## src/rtl/sub16_serial.sv

```systemverilog
// Digit-serial subtractor: y = a - b - Bin, processed DIGIT bits per clock, LSB digit first.
// A valid/ready handshake is used on both sides. All outputs come straight from registers.
module sub16_serial #(
   parameter int WIDTH = 16,
   parameter int DIGIT = 4
) (
   input  logic             clk,
   input  logic             rst_n,
   input  logic             in_valid,
   output logic             in_ready,
   input  logic [WIDTH-1:0] a,
   input  logic [WIDTH-1:0] b,
   input  logic             Bin,
   output logic             out_valid,
   input  logic             out_ready,
   output logic [WIDTH-1:0] y,
   output logic             Bo,
   output logic             ov,
   output logic             busy
);

   localparam int NDIG = WIDTH / DIGIT;
   localparam int CW   = (NDIG > 1) ? $clog2(NDIG) : 1;
   localparam int MSB  = WIDTH - 1;
   localparam logic [CW-1:0] LAST = CW'(NDIG - 1);

   typedef enum logic [1:0] {S_IDLE, S_RUN, S_DONE} state_t;

   state_t           r_state, w_state_next;
   logic [WIDTH-1:0] r_a, w_a_next;
   logic [WIDTH-1:0] r_b, w_b_next;
   logic             r_borrow, w_borrow_next;
   logic [CW-1:0]    r_cnt, w_cnt_next;
   logic [WIDTH-1:0] r_y, w_y_next;
   logic             r_bo, w_bo_next;
   logic             r_ov, w_ov_next;
   logic             r_in_ready, w_in_ready_next;
   logic             r_out_valid, w_out_valid_next;
   logic             r_busy, w_busy_next;

   int               w_base;
   logic [DIGIT-1:0] w_a_dig, w_b_dig;
   logic [DIGIT:0]   w_diff;

   // One extra bit on the digit difference: it goes to 1 exactly when the digit underflows.
   always_comb begin
      w_base  = int'(r_cnt) * DIGIT;
      w_a_dig = r_a[w_base +: DIGIT];
      w_b_dig = r_b[w_base +: DIGIT];
      w_diff  = {1'b0, w_a_dig} - {1'b0, w_b_dig} - {{DIGIT{1'b0}}, r_borrow};
   end

   always_comb begin
      w_state_next     = r_state;
      w_a_next         = r_a;
      w_b_next         = r_b;
      w_borrow_next    = r_borrow;
      w_cnt_next       = r_cnt;
      w_y_next         = r_y;
      w_bo_next        = r_bo;
      w_ov_next        = r_ov;
      w_in_ready_next  = r_in_ready;
      w_out_valid_next = r_out_valid;
      w_busy_next      = r_busy;
      case (r_state)
         S_IDLE: begin
            if (in_valid && r_in_ready) begin
               w_a_next        = a;
               w_b_next        = b;
               w_borrow_next   = Bin;
               w_cnt_next      = '0;
               w_in_ready_next = 1'b0;
               w_busy_next     = 1'b1;
               w_state_next    = S_RUN;
            end
         end
         S_RUN: begin
            w_y_next[w_base +: DIGIT] = w_diff[DIGIT-1:0];
            w_borrow_next             = w_diff[DIGIT];
            w_cnt_next                = r_cnt + 1'b1;
            if (r_cnt == LAST) begin
               w_bo_next        = w_diff[DIGIT];
               // Signed overflow uses the fully assembled result, including the digit written this cycle.
               w_ov_next        = (r_a[MSB] != r_b[MSB]) && (w_y_next[MSB] != r_a[MSB]);
               w_out_valid_next = 1'b1;
               w_state_next     = S_DONE;
            end
         end
         S_DONE: begin
            if (r_out_valid && out_ready) begin
               w_out_valid_next = 1'b0;
               w_busy_next      = 1'b0;
               w_in_ready_next  = 1'b1;
               w_state_next     = S_IDLE;
            end
         end
         default: w_state_next = S_IDLE;
      endcase
   end

   always_ff @(posedge clk or negedge rst_n) begin
      if (!rst_n) begin
         r_state     <= S_IDLE;
         r_a         <= '0;
         r_b         <= '0;
         r_borrow    <= 1'b0;
         r_cnt       <= '0;
         r_y         <= '0;
         r_bo        <= 1'b0;
         r_ov        <= 1'b0;
         r_in_ready  <= 1'b1;
         r_out_valid <= 1'b0;
         r_busy      <= 1'b0;
      end else begin
         r_state     <= w_state_next;
         r_a         <= w_a_next;
         r_b         <= w_b_next;
         r_borrow    <= w_borrow_next;
         r_cnt       <= w_cnt_next;
         r_y         <= w_y_next;
         r_bo        <= w_bo_next;
         r_ov        <= w_ov_next;
         r_in_ready  <= w_in_ready_next;
         r_out_valid <= w_out_valid_next;
         r_busy      <= w_busy_next;
      end
   end

   assign in_ready  = r_in_ready;
   assign out_valid = r_out_valid;
   assign y         = r_y;
   assign Bo        = r_bo;
   assign ov        = r_ov;
   assign busy      = r_busy;

endmodule

```

## config.mk

```make
export PLATFORM = sky130hd
export DESIGN_NAME = sub16_serial
export DESIGN_NICKNAME = d
export VERILOG_FILES = /design/src/rtl/sub16_serial.sv
export SDC_FILE = /design/constraint.sdc
export NUM_CORES = 1
export LEC_CHECK = 0
export CORE_MARGIN = 3
export CORE_UTILIZATION = 55
export CTS_CLUSTER_SIZE = 20
export DETAILED_ROUTE_END_ITERATION = 8
export MAX_ROUTING_LAYER = met4
export PLACE_DENSITY_LB_ADDON = 0.08
export SLEW_MARGIN = 20
export SYNTH_ARGS = -nofsm -noshare
export SYNTH_HDL_FRONTEND = slang
export SYNTH_SLANG_ARGS = --single-unit
```

## constraint.sdc

```tcl
create_clock -name clk -period 6.2 [get_ports clk]
set_input_delay 0.62 -clock clk [delete_from_list [all_inputs] [get_ports clk]]
set_output_delay 0.62 -clock clk [all_outputs]
set_load 0.02 [all_outputs]
```

==> flow_metrics.tcl <==
set metrics [dict create \
    drive_above_1_share 0.215 \
    fin_crit_ps 3750 \
    multi_input_area_sq_um 1220 \
    vias 1864 \
    io_pins 58 \
    worstPathMaxFanout 19 \
    initial_utilization 0.578 \
    slew_headroom 0.479 \
    yosys_warnings 0 \
    route.detailed.drc 0 \
    seq_area_sq_um 1450 \
    fmax_ghz 0.267 \
    dp_hpwl_microns 3730 \
    power_density_nw_per_um2 549 \
    ys_seq_elements 58 \
    num_rows 25 \
    setup_viol 0 \
    path_class "reg2reg" \
    final_core_util 0.744 \
    synth_cell_type_count 36 \
    finClkSkew_ps 8.50 \
    die_w_microns 76.9 \
    period_share 0.605 \
    hp-class "in2async" \
    grt_pass1_vias 2012 \
    grt_max_degree 59 \
    grt_setup_unrepaired "no" \
    area_growth_pct 28.7 \
    cap_violations 0 \
    port_buffers 57 \
    dr.pass1.iters 4 \
    synth_ff_type "dfrtp_1" \
    yosysTopAreaCell "dfrtp_1" \
    cts_buffer_depth 2 \
    hold_viol 0 \
    total_power_mw 1.95 \
    cts_tree "done" \
    crit_path_start_kind "register" \
    die_h_microns 76.9 \
    yosysMostFrequentCell "dfrtp_1" \
    fillers 364 \
    postSynth.asyncResetShare 1.00 \
    synth_edf_count 0 \
    cp.arrival_ps 3990 \
    syn_inst 214 \
    cts_setup_buffers 0 \
    rr_startpoint "r_cnt[0]" \
    syn-num-nets 263 \
    wl_per_cell_microns 15.3 \
    outcome "completed" \
    p_leak_nw 1.56 \
    cts_buffers 9 \
    antenna_found_initial 0 \
    clk_pin_slew_worst_paths_ps 60 \
    worst_pin_slew_ps 782 \
    core_region_area_sq_um 4790 \
    clock_latency_ps 340 \
    grt_overflow 0 \
    cts_hold_buf 0 \
    grt_pass1_wl_microns 9570 \
    syn_avg_cell_area_sq_um 12.9 \
    drt_wl_total_microns 5310 \
    synthTopCellsByArea "dfrtp_1, mux2_2, mux4_2, ha_1, a22o_1" \
    cts_resized 0 \
    first_iter_violations 131 \
    gp_congestion 0.816 \
    synth_top_cells_by_count "dfrtp_1, mux2_2, nand2_1" \
    endpoint_kind "register" \
    vias_per_cell 5.39 \
    fp.dieArea_sq_um 5910 \
    syn_area_sq_um 2760 \
    grt_usage 0.214 \
    startpoint "r_cnt[0]" \
    critPathRequiredTime_ps 6440 \
    r2r_cells 8 \
    detail-route-antenna-nets 0 \
    cts.htree.levels 3 \
    maxSlewViolCount 0 \
    nNetsFinal 324 \
    yosysSeqAreaShare 0.526 \
    ir_drop_uv 289 \
    tns_ps 0 \
    n_antenna_cell 0 \
    synth_top_area_share 0.516 \
    clock-sinks 58 \
    clock-root-buffer "clkbuf_8" \
]
==> power by group <==
group | internal [mW] | leakage [nW] | switching, mW
registers | 0.537 | 0.739 | 0.131
clock network | 0.162 | 0.0920 | 0.140
logic | 0.487 | 0.733 | 0.495
total | 1.19 | 1.56 | 0.766
==> state kept, by name (all words and copies together), names as in the netlist <==
| signal | flops |
|---|---|
| Bo | 1 |
| busy | 1 |
| in_ready | 1 |
| out_valid | 1 |
| ov | 1 |
| r_a | 16 |
| r_b | 16 |
| r_borrow | 1 |
| r_cnt | 2 |
| r_state | 2 |
| y | 16 |
==> per-stage QoR <==
step           hold WS [ps]  worst slack (ps)  std cells  area [sq um]
2_1_floorplan           324              2540        214          2760
3_3_place_gp            463              2530        331          3390
3_5_place_dp            468              2390        331          3390
4_1_cts                 438              2400        346          3560
5_1_grt                 468              2210        346          3560
6_report                416              2450        346          3560
==> area by class of cell <==
type                       instances  share of cell area
multi-input combinational        134               0.344
clock inverter                     3             0.00422
sequential                        58               0.408
timing repair buffer              59               0.163
clock buffer                      12              0.0436
tap                               67              0.0236
inverter                          13              0.0137
==> final timing paths <==
kind                                   to  slack (ps)
worst max-delay path                   ov        2450
worst min-delay path            out_valid         420
worst max register to register         ov        2450
worst min register to register      y[10]         480
max in group asynchronous          r_a[3]        5310
min in group clk                    y[10]         480
==> worst max-delay path: stages, from the launching register on <==
cell	delay, ps
dfrtp_1	850
mux4_2	610
fa_1	430
ha_1	320
nor2b_1	140
a2bb2oi_1	280
mux2_4	330
or4b_1	490
a41oi_1	210
==> layer usage <==
metal	vias up	GRT usage	routed length, microns
li1	883	-	-
met1	911	0.257	2220
met2	58	0.327	2660
met3	12	0.0646	294
met4	0	0.109	136
met5	-	-	0
==> layout by cell type, fill, tap and decap left out, types with 2 or more instances in the layout <==
cell	Yosys	layout
clkdlybuf4s50_1	0	56
clkbuf_8	0	11
buf_4	0	2
o31ai_1	4	4
nor2b_1	4	4
xnor2_1	2	2
o21ai_0	7	7
inv_1	13	13
fa_1	2	2
nand3b_1	3	3
clkinv_2	0	3
nand2b_1	2	2
nor2_1	9	9
mux2_2	33	33
a21oi_1	5	5
ha_1	10	10
nand2_1	18	18
mux4_2	7	7
dfrtp_1	57	57
a22o_1	13	13
==> cells by family (layout without fill, tap and decap cells) <==
kind of cell	Yosys count	count (layout)	share of synthesized area
muxes	43	43	0.205
xor gates and xnor gates	3	3	0.00951
adders and majority gates	12	12	0.0598
AOI/OAI and AO/OA	34	34	0.0887
and+or+nand+nor	42	42	0.0774
DFF	58	58	0.526
buffers and inverters	22	87	0.0344
(Power assumes the default switching activity.)
